[config.mk]
export PLATFORM = sky130hd
export DESIGN_NAME = dcache_2way_flat
export DESIGN_NICKNAME = d
export VERILOG_FILES = /design/src/rtl/dcache_2way_if.sv /design/src/rtl/dcache_2way.sv /design/src/flat_wrapper.sv
export SDC_FILE = /design/constraint.sdc
export NUM_CORES = 1
export LEC_CHECK = 0
export ABC_AREA = 0
export ABC_CLOCK_PERIOD_IN_PS = 12300
export CAP_MARGIN = 20
export CORE_AREA = 2 2 176 178
export CTS_CLUSTER_SIZE = 30
export DETAILED_ROUTE_END_ITERATION = 10
export DIE_AREA = 0 0 178 180
export PLACE_DENSITY = 0.79
export SLEW_MARGIN = 25
export SYNTH_ARGS = -nofsm -noshare
export SYNTH_HDL_FRONTEND = slang
export SYNTH_SLANG_ARGS = --single-unit
[constraint.sdc]
create_clock -name clock -period 12.3 [get_ports clock]
set_clock_uncertainty 0.15 [all_clocks]
set_input_delay 3.69 -clock clock [delete_from_list [all_inputs] [get_ports clock]]
set_output_delay 3.69 -clock clock [all_outputs]
set_load 0.03 [all_outputs]
[src/rtl/dcache_2way_if.sv]
// Bus bundle for the 2-way data cache: CPU load/store port, flush control,
// block-wide memory port and a debug view of the controller state.
// slave  = the cache itself; master = the CPU/memory environment around it.
interface dcache_2way_if #(
  parameter int ADDR_W   = 8,
  parameter int DATA_W   = 8,
  parameter int OFFSET_W = 2
);
  localparam int BLOCK_W = DATA_W << OFFSET_W;

  // CPU side
  logic                     C_READ;
  logic                     C_WRITE;
  logic [ADDR_W-1:0]        C_Address;
  logic [DATA_W-1:0]        C_WRITEDATA;
  logic [DATA_W-1:0]        C_READDATA;
  logic                     busywait;

  // flush control
  logic                     flush;
  logic                     flush_done;

  // memory side
  logic                     mem_read;
  logic                     mem_write;
  logic [ADDR_W-OFFSET_W-1:0] mem_address;
  logic [BLOCK_W-1:0]       mem_writedata;
  logic [BLOCK_W-1:0]       mem_readdata;
  logic                     mem_busywait;

  // controller state, for checkers and waveform debug
  logic [2:0]               dbg_state;

  modport slave (
    input  C_READ, C_WRITE, C_Address, C_WRITEDATA, flush,
    input  mem_readdata, mem_busywait,
    output C_READDATA, busywait, flush_done,
    output mem_read, mem_write, mem_address, mem_writedata,
    output dbg_state
  );

  modport master (
    output C_READ, C_WRITE, C_Address, C_WRITEDATA, flush,
    output mem_readdata, mem_busywait,
    input  C_READDATA, busywait, flush_done,
    input  mem_read, mem_write, mem_address, mem_writedata,
    input  dbg_state
  );
endinterface

[src/rtl/dcache_2way.sv]
// 2-way set-associative, write-back, write-allocate data cache with per-set
// LRU replacement and a flush walk that writes back every dirty line.
//
// Handshakes: the CPU holds C_READ/C_WRITE (and address/data) until it sees
// busywait low; the access completes at that clock edge. The cache holds
// mem_read/mem_write, mem_address and mem_writedata stable until it sees
// mem_busywait low; the memory transfer completes at that clock edge and
// mem_readdata must still be valid during the following (FILL) cycle.
module dcache_2way #(
  parameter int ADDR_W   = 8,
  parameter int DATA_W   = 8,
  parameter int OFFSET_W = 2,
  parameter int INDEX_W  = 2
) (
  input  logic          clock,
  input  logic          reset,
  dcache_2way_if.slave  bus
);
  localparam int TAG_W   = ADDR_W - INDEX_W - OFFSET_W;
  localparam int BLOCK_W = DATA_W << OFFSET_W;
  localparam int SETS    = 1 << INDEX_W;

  typedef enum logic [2:0] {
    IDLE       = 3'd0,
    WB         = 3'd1,
    FETCH      = 3'd2,
    FILL       = 3'd3,
    FLUSH_SCAN = 3'd4,
    FLUSH_WB   = 3'd5
  } state_t;

  state_t state_q, state_n;

  // line storage
  logic               valid_q [2][SETS];
  logic               dirty_q [2][SETS];
  logic               lru_q   [SETS];
  logic [TAG_W-1:0]   tag_q   [2][SETS];
  logic [BLOCK_W-1:0] data_q  [2][SETS];

  // miss victim and flush walk pointer ({set, way})
  logic               victim_q;
  logic [INDEX_W:0]   scan_q;

  // address decode
  logic [INDEX_W-1:0]  idx;
  logic [TAG_W-1:0]    tag_in;
  logic [OFFSET_W-1:0] off;
  assign idx    = bus.C_Address[OFFSET_W +: INDEX_W];
  assign tag_in = bus.C_Address[ADDR_W-1 -: TAG_W];
  assign off    = bus.C_Address[OFFSET_W-1:0];

  logic hit0, hit1, hit, hit_way, req, victim_pick;
  logic [BLOCK_W-1:0] hit_block;
  logic [INDEX_W-1:0] scan_set;
  logic               scan_way, scan_last;

  assign hit0      = valid_q[0][idx] && (tag_q[0][idx] == tag_in);
  assign hit1      = valid_q[1][idx] && (tag_q[1][idx] == tag_in);
  assign hit       = hit0 | hit1;
  assign hit_way   = hit1;
  assign hit_block = hit_way ? data_q[1][idx] : data_q[0][idx];
  assign req       = bus.C_READ | bus.C_WRITE;
  // first invalid way wins (way0 preferred), otherwise the LRU way
  assign victim_pick = !valid_q[0][idx] ? 1'b0 :
                       !valid_q[1][idx] ? 1'b1 : lru_q[idx];

  assign scan_set  = scan_q[INDEX_W:1];
  assign scan_way  = scan_q[0];
  assign scan_last = &scan_q;

  assign bus.C_READDATA = hit ? hit_block[off*DATA_W +: DATA_W] : '0;
  assign bus.dbg_state  = state_q;

  // control strobes decoded by the FSM
  logic hit_upd, fill_en, flush_clr, scan_inc, scan_clr, victim_ld;
  logic busy, mem_rd, mem_wr, done;
  logic [ADDR_W-OFFSET_W-1:0] maddr;
  logic [BLOCK_W-1:0]         mwdata;

  assign bus.busywait      = busy;
  assign bus.mem_read      = mem_rd;
  assign bus.mem_write     = mem_wr;
  assign bus.mem_address   = maddr;
  assign bus.mem_writedata = mwdata;
  assign bus.flush_done    = done;

  // next-state and output decode
  always_comb begin
    state_n   = state_q;
    busy      = 1'b0;
    mem_rd    = 1'b0;
    mem_wr    = 1'b0;
    maddr     = '0;
    mwdata    = '0;
    done      = 1'b0;
    hit_upd   = 1'b0;
    fill_en   = 1'b0;
    flush_clr = 1'b0;
    scan_inc  = 1'b0;
    scan_clr  = 1'b0;
    victim_ld = 1'b0;
    case (state_q)
      IDLE: begin
        if (req) begin
          if (hit) begin
            hit_upd = 1'b1;
          end else begin
            busy      = 1'b1;
            victim_ld = 1'b1;
            state_n   = dirty_q[victim_pick][idx] ? WB : FETCH;
          end
        end else if (bus.flush) begin
          scan_clr = 1'b1;
          state_n  = FLUSH_SCAN;
        end
      end
      WB: begin
        busy   = 1'b1;
        mem_wr = 1'b1;
        maddr  = {tag_q[victim_q][idx], idx};
        mwdata = data_q[victim_q][idx];
        if (!bus.mem_busywait) state_n = FETCH;
      end
      FETCH: begin
        busy   = 1'b1;
        mem_rd = 1'b1;
        maddr  = {tag_in, idx};
        if (!bus.mem_busywait) state_n = FILL;
      end
      FILL: begin
        busy    = 1'b1;
        fill_en = 1'b1;
        state_n = IDLE;
      end
      FLUSH_SCAN: begin
        busy = 1'b1;
        if (dirty_q[scan_way][scan_set]) begin
          state_n = FLUSH_WB;
        end else if (scan_last) begin
          done    = 1'b1;
          state_n = IDLE;
        end else begin
          scan_inc = 1'b1;
        end
      end
      FLUSH_WB: begin
        busy   = 1'b1;
        mem_wr = 1'b1;
        maddr  = {tag_q[scan_way][scan_set], scan_set};
        mwdata = data_q[scan_way][scan_set];
        if (!bus.mem_busywait) begin
          flush_clr = 1'b1;
          if (scan_last) begin
            done    = 1'b1;
            state_n = IDLE;
          end else begin
            scan_inc = 1'b1;
            state_n  = FLUSH_SCAN;
          end
        end
      end
      default: state_n = IDLE;
    endcase
  end

  // state register, victim latch and flush walk pointer
  always_ff @(posedge clock or negedge reset) begin
    if (!reset) begin
      state_q  <= IDLE;
      victim_q <= 1'b0;
      scan_q   <= '0;
    end else begin
      state_q <= state_n;
      if (victim_ld) victim_q <= victim_pick;
      if (scan_clr)      scan_q <= '0;
      else if (scan_inc) scan_q <= scan_q + 1'b1;
    end
  end

  // valid, dirty and LRU bookkeeping
  always_ff @(posedge clock or negedge reset) begin
    if (!reset) begin
      for (int w = 0; w < 2; w++) begin
        for (int s = 0; s < SETS; s++) begin
          valid_q[w][s] <= 1'b0;
          dirty_q[w][s] <= 1'b0;
        end
      end
      for (int s = 0; s < SETS; s++) lru_q[s] <= 1'b0;
    end else begin
      if (hit_upd) begin
        lru_q[idx] <= ~hit_way;
        if (bus.C_WRITE) dirty_q[hit_way][idx] <= 1'b1;
      end
      if (fill_en) begin
        valid_q[victim_q][idx] <= 1'b1;
        dirty_q[victim_q][idx] <= 1'b0;
      end
      if (flush_clr) dirty_q[scan_way][scan_set] <= 1'b0;
    end
  end

  // tag and data arrays: meaningful only where valid is set, so no reset
  always_ff @(posedge clock) begin
    if (hit_upd && bus.C_WRITE)
      data_q[hit_way][idx][off*DATA_W +: DATA_W] <= bus.C_WRITEDATA;
    if (fill_en) begin
      data_q[victim_q][idx] <= bus.mem_readdata;
      tag_q[victim_q][idx]  <= tag_in;
    end
  end
endmodule
[src/flat_wrapper.sv]
// flat-port wrapper written by rule: the top's interface ports become plain ports
module dcache_2way_flat 
#(
  parameter int ADDR_W   = 8,
  parameter int DATA_W   = 8,
  parameter int OFFSET_W = 2,
  parameter int INDEX_W  = 2
)
  (clock, reset, bus_C_READ, bus_C_WRITE, bus_C_Address, bus_C_WRITEDATA, bus_flush, bus_mem_readdata, bus_mem_busywait, bus_C_READDATA, bus_busywait, bus_flush_done, bus_mem_read, bus_mem_write, bus_mem_address, bus_mem_writedata, bus_dbg_state);
  dcache_2way_if #(.ADDR_W(ADDR_W), .DATA_W(DATA_W), .OFFSET_W(OFFSET_W)) bus_i ();
  input  logic clock;
  input  logic reset;
  input wire logic [$bits(bus_i.C_READ)-1:0] bus_C_READ;
  input wire logic [$bits(bus_i.C_WRITE)-1:0] bus_C_WRITE;
  input wire logic [$bits(bus_i.C_Address)-1:0] bus_C_Address;
  input wire logic [$bits(bus_i.C_WRITEDATA)-1:0] bus_C_WRITEDATA;
  input wire logic [$bits(bus_i.flush)-1:0] bus_flush;
  input wire logic [$bits(bus_i.mem_readdata)-1:0] bus_mem_readdata;
  input wire logic [$bits(bus_i.mem_busywait)-1:0] bus_mem_busywait;
  output wire logic [$bits(bus_i.C_READDATA)-1:0] bus_C_READDATA;
  output wire logic [$bits(bus_i.busywait)-1:0] bus_busywait;
  output wire logic [$bits(bus_i.flush_done)-1:0] bus_flush_done;
  output wire logic [$bits(bus_i.mem_read)-1:0] bus_mem_read;
  output wire logic [$bits(bus_i.mem_write)-1:0] bus_mem_write;
  output wire logic [$bits(bus_i.mem_address)-1:0] bus_mem_address;
  output wire logic [$bits(bus_i.mem_writedata)-1:0] bus_mem_writedata;
  output wire logic [$bits(bus_i.dbg_state)-1:0] bus_dbg_state;
  assign bus_i.C_READ = bus_C_READ;
  assign bus_i.C_WRITE = bus_C_WRITE;
  assign bus_i.C_Address = bus_C_Address;
  assign bus_i.C_WRITEDATA = bus_C_WRITEDATA;
  assign bus_i.flush = bus_flush;
  assign bus_i.mem_readdata = bus_mem_readdata;
  assign bus_i.mem_busywait = bus_mem_busywait;
  assign bus_C_READDATA = bus_i.C_READDATA;
  assign bus_busywait = bus_i.busywait;
  assign bus_flush_done = bus_i.flush_done;
  assign bus_mem_read = bus_i.mem_read;
  assign bus_mem_write = bus_i.mem_write;
  assign bus_mem_address = bus_i.mem_address;
  assign bus_mem_writedata = bus_i.mem_writedata;
  assign bus_dbg_state = bus_i.dbg_state;
  dcache_2way #(.ADDR_W(ADDR_W), .DATA_W(DATA_W), .OFFSET_W(OFFSET_W), .INDEX_W(INDEX_W)) u_core (.clock(clock), .reset(reset), .bus(bus_i));
endmodule
* After elaboration in Yosys (flattened, before gate mapping)
Memories as Yosys holds them, arrays and structs flattened.
Cells that the tools add are included.
** Word-level totals
- Bits in registers :: 27
- RAM bits :: 288
- Input port bits :: 54
- Logic and storage cells :: 200
- Memories :: 2
** Memories
- u_core.data_q :: depth 2, width 128, rd ports 4, clocked after memory_dff 0, write ports 1, line dcache_2way.sv:39 : logic [BLOCK_W-1:0] data_q [2][SETS];
- u_core.tag_q :: depth 2, width 16, rd ports 4, clocked after memory_dff 0, write ports 1, line dcache_2way.sv:38 : logic [TAG_W-1:0] tag_q [2][SETS];
** Operators by class
- Add/subtract/negate cells :: 2
- $lt $le $gt $ge :: 11
- Equal/unequal tests :: 13
- Shifts and indexed selects :: 3
- Muxes and demuxes :: 116
- Bitwise gates (word level) :: 15
- Reduce and logical (&&, ||, !) cells :: 15
** Operators by type and width (number)
- $mux W128 :: 4
- $mux W32 :: 11
- $bmux W32 S2 :: 4
- $demux W32 S2 :: 2
- $reduce_or A128 Y1 :: 1
- $mux W4 :: 18
- $pmux W32 S2 :: 1
- $mux W8 :: 5
- $mux W1 :: 37
- $neg A5 Y34 :: 1
- $shift A8 B34 Y32 const A :: 1
- $shiftx A8 B34 Y32 :: 1
- $mux W3 :: 11
- $bmux W4 S2 :: 4
- $shiftx A32 B6 Y8 :: 1
- $pmux W6 S3 :: 1
- $and A8 B8 Y8 :: 2
- $mux W16 :: 1
- $not A8 Y8 :: 2
- $or A8 B8 Y8 :: 2
- $pmux W3 S5 :: 1
- $demux W4 S1 :: 3
- $bmux W1 S2 :: 5
- $demux W4 S2 :: 1
- other kinds (28) :: 55

* Longest topological paths before layout
- Depth in word-level cells :: 18
- Mapped depth :: 10
- Gate-level depth less buffers :: 7

* Worst setup path before layout
Ideal clock, no wire load.
- Kind :: input port to output port
- Start point :: in bus_C_Address[3]
- End point :: out bus_mem_writedata[11]
- Arrival :: 5.933 ns
- Required time :: 8.460 ns
- Setup slack :: 2.527 ns
- Stages on the path :: 9
- Buffers on the path :: 7
- Cell sequence :: buf_2 > buf_2 > buf_4 > buf_2 > buf_2 > buf_2 > buf_2 > a211oi_1 > nor3_1
** Between the ends
- Longest elaborated chain between the ends :: 5
** RTL lines
- start, declared :: line flat_wrapper.sv:15 : input wire logic [$bits(bus_i.C_Address)-1:0] bus_C_Address;
- $not A2 Y3 (not written as such) :: line dcache_2way.sv:122 : mwdata = data_q[victim_q][idx];
- $bmux W32 S2 :: line dcache_2way.sv:122
- $mux W32 (not written as such) (2 in series) :: line dcache_2way.sv:122
- $pmux W32 S2 :: line dcache_2way.sv:103 : case (state_q)
- end, declared :: line flat_wrapper.sv:26 : output wire logic [$bits(bus_i.mem_writedata)-1:0] bus_mem_writedata;
Every way passes these cells. The select of a mux whose other input is x is not followed.

* Worst setup path in the final report
- Start point :: in bus_C_Address[3]
- End point :: out bus_C_READDATA[3]
** Between the ends
- Longest elaborated chain between the ends :: 9
- Elaborated cells on any way between the ends :: 27
- Classes of those cells :: 2 x eq/ne; 1 x shift; 20 x mux; 2 x bitwise; 2 x reduce/logical
** RTL lines
- $not A2 Y3 (not written as such) * :: line dcache_2way.sv:58, dcache_2way.sv:59, dcache_2way.sv:62
- $bmux W4 S2 :: line dcache_2way.sv:59 : assign hit1 = valid_q[1][idx] && (tag_q[1][idx] == tag_in);
- $mux W4 (not written as such) (2 in series) :: line dcache_2way.sv:59
- $eq A4 B4 Y1 :: line dcache_2way.sv:59
- $logic_and A1 B1 Y1 :: line dcache_2way.sv:59
- $mux W32 :: line dcache_2way.sv:62 : assign hit_block = hit_way ? data_q[1][idx] : data_q[0][idx];
- $shiftx A32 B6 Y8 :: line dcache_2way.sv:72 : assign bus.C_READDATA = hit ? hit_block[off*DATA_W +: DATA_W] : '0;
- $mux W8 * :: line dcache_2way.sv:72
- end, declared :: line flat_wrapper.sv:20 : output wire logic [$bits(bus_i.C_READDATA)-1:0] bus_C_READDATA;
Every way passes the cells marked *; elsewhere a longest branch is shown, timed or not. The select of a mux whose other input is x is not followed.

==> flow_summary_export.csv <==
group,metric,value,unit
clock_network,post-cts-setup-buffers,0,
final_layout,drive_gt1_share,24.1,%
setup_path,worstSetupPathDepth,9,
grt,gr-usage-met1,46.7,%
floorplanning,num_rows,64,
worst_hold_path,hold_class,"reg2reg",
yosys,synth_top_family_by_area,"multiplexers",
grt,gr-total-overflow,0,
yosys,synth_nets,1309,
setup_path,critPathTopFamily,"buffers and inverters",
yosys,synth_top_area_share,48.6,%
setup_path,max_stage_delay,0.76,ns
sta,slew_headroom,22.3,%
floorplanning,die_h,180,µm
yosys,synth-seq-cells,315,
yosys,ys_types,48,
sta,grt_setup_unrepaired,"false",
placement,io_buffers,106,
floorplanning,initial_core_util,59.0,%
clock_network,clk_pin_slew,0.06,ns
yosys,synth_warnings,0,
yosys,synthFlopType,"edfxtp_1",
yosys,synth-edff-count,288,
setup_path,cp_cell_sequence,"buf_6 > mux4_2 > xnor2_1 > nand3_2 > nor2_4 > nor2_1 > o21ai_0 > o211a_1 > clkdlybuf4s50_1",
grt,grt_pass1_vias,12600,
yosys,synth_seq_area_share,52.3,%
setup_path,crit_required,8.46,ns
setup_path,worstSetupEndpointType,"primary output",
yosys,yosysMostFrequentCell,"edfxtp_1",
floorplanning,die_area,0.0320,mm²
route,first_pass_iters,6,
clock_network,cts_sinks,315,
grt,antenna_found_initial,1,
yosys,synthArstFlopShare,8.57,%
sta,tns,0,ns
power,leakage,0.00650,µW
yosys,syn-mean-instance-area,14.3,µm²
yosys,synth_mux_area_share,25.5,%
sta,setup_violations,0,
placement,gp_congestion,0.937,
yosys,synth_compound_area_share,11.1,%
yosys,synth_xor_area_share,0.443,%
sta,fin_crit,11.23,ns
final_layout,area_delta_synth_final,13.3,%
worst_hold_path,hold_path_depth,1,
grt,grt_max_degree,85,
clock_network,root_buffer,"clkbuf_16",
clock_network,htreeDepth,2,
route,drt-total-wl,52.4,mm
yosys,synth_area_leader_cell,"edfxtp_1",
placement,dp.cells,1654,
final_layout,num-fill-cells,2047,
sta,slew_violations,0,
final_layout,fin_cells,1714,
clock_network,cts_hold_buf,0,
yosys,synth_adder_area_share,0.492,%
grt,busiest_layer,"met2",
setup_path,path_class,"in2out",
job,maxCapViolations,0,
sta,period_share,91.3,%
clock_network,clk_path_buf_depth,3,
route,num_vias,12900,
sta,tightest_slew,1.16,ns
sta,max_freq,89.1,MHz
clock_network,clkLatencyLatePin,0.51,ns
final_layout,diodes,0,
setup_path,reg2reg_depth,7,
sta,hold_viol_final,0,
floorplanning,chipWidth,178,µm
clock_network,cts_resized,0,
floorplanning,core_area,0.0302,mm²
setup_path,worstPathArrival,7.39,ns
yosys,synthCells,1248,
yosys,synthSimpleGateAreaFrac,7.26,%
yosys,netlist_top_cells_count,"edfxtp_1 (288), mux4_2 (157), nor2_1 (101), o21ai_0 (71), clkbuf_1 (61)",
yosys,netlist_area,0.0178,mm²
placement,hpwl,33.5,mm
grt,grt.met2_usage,51.6,%
final_layout,nets,1355,
setup_path,crit_path_max_fanout,70,
route,drt-wirelength-per-cell,30.6,µm
clock_network,cts_tree,"yes",
floorplanning,io_pins,107,
outcome,status,"finished clean",
setup_path,crit_path_top_delay_cell,"nor2_4",
route,drc,0,
grt,met3_usage,6.43,%
power,peakVddDrop,0.159,mV
yosys,synth_area_leaders,"edfxtp_1 (49%), mux4_2 (20%), dfrtp_1 (3.8%), mux2_2 (3.5%), a22o_1 (2.8%)",
route,ant_nets,0,
grt,grt_pass1_wl,79.1,mm
power,powerDensity,201,mW/mm²
final_layout,final_util,66.8,%
grt,grtUsageTotal,33.3,%
clock_network,cts_buffers,34,
setup_path,crit_buf_inv,2,
route,first_iter_violations,1851,
setup_path,startpoint_type,"input pin",
route,viasPerCell,7.51,
[kinds of logic after synthesis]
| kind of cell | Yosys count |
|---|---|
| buffers and inverters | 119 |
| AND/OR/NAND/NOR | 267 |
| multiplexers | 250 |
| adder cells (fa/ha/maj) | 7 |
| XOR/XNOR | 9 |
| flip-flops | 315 |
| AO/OA/AOI/OAI | 281 |
[sequential cells by signal (all words and copies together), names as in the netlist]
| signal | count |
|---|---|
| u_core.tag_q | 32 |
| u_core.victim_q | 1 |
| u_core.scan_q | 3 |
| u_core.lru_q | 4 |
| u_core.bus.dbg_state | 3 |
| u_core.data_q | 256 |
| u_core.dirty_q | 8 |
| u_core.valid_q | 8 |
[metal layers]
| metal | part of all wire [%] | vias up |
|---|---|---|
| met1 | 35 | 6381 |
| li1 | - | 5194 |
| met5 | 0.019 | - |
| met2 | 48 | 1102 |
| met4 | 4.5 | 2 |
| met3 | 13 | 201 |
[report_power, final]
group	internal, µW	leakage (µW)	total (µW)	switching (µW)
Clock	607	0.000538	1030	424
Sequential	1330	0.00298	1490	153
Combinational	625	0.00298	1530	908
Total	2560	0.00650	4050	1490
[worst paths after layout]
path	startpoint	to	slack, ns
worst max-delay path	bus_C_Address[3]	bus_C_READDATA[3]	1.07
worst min-delay path	u_core.valid_q[6]	u_core.valid_q[6]	0.32
worst max register to register	u_core.tag_q[1][6]	u_core.data_q[1][93]	7.94
worst min register to register	u_core.valid_q[6]	u_core.valid_q[6]	0.32
max in group asynchronous	reset	u_core.scan_q[2]	8.23
min in group asynchronous	reset	u_core.lru_q[0]	3.44
[per-stage QoR]
step	hold slack, ns	cell area, µm²	total power (µW)	setup slack [ns]
2_1_floorplan	0.284	17800	2500	2.53
3_3_place_gp	0.296	19000	2960	1.22
3_5_place_dp	0.301	19000	3000	1.15
4_1_cts	0.319	20200	4020	1.12
5_1_grt	0.342	20200	4190	0.828
6_report	0.319	20200	4050	1.07
[cells in the final DEF (no fill, tap or decap), types with 5 or more instances in the layout]
cell	count
edfxtp_1	288
a311oi_1	12
a22o_1	56
and2_1	5
nor2_1	95
xnor2_1	5
mux2i_1	37
clkinv_2	7
nand3_1	10
nor3_1	35
a22oi_1	8
buf_4	16
nand2_1	44
o22a_1	5
dfrtp_1	22
nor2_2	6
mux2_2	56
or2_2	10
o21ai_0	71
ha_1	7
mux4_2	157
a221oi_1	31
a31oi_1	5
clkbuf_16	35
nor2b_1	35
a21oi_1	39
nand2b_1	7
inv_1	6
o211a_1	8
clkdlybuf4s50_1	104
clkinvlp_4	5
and3_1	5
a211oi_1	33
[area by class of cell]
cell class	instances	area [µm²]	share of cell area, %
clock buffers	37	883	4.38
clock inverters	23	234	1.16
inverters	6	22.5	0.112
multi-input cells	814	8010	39.7
flip-flops and latches	315	9340	46.3
well taps	396	495	2.46
repair buffers	123	1190	5.92
(Power assumes the default switching activity.)
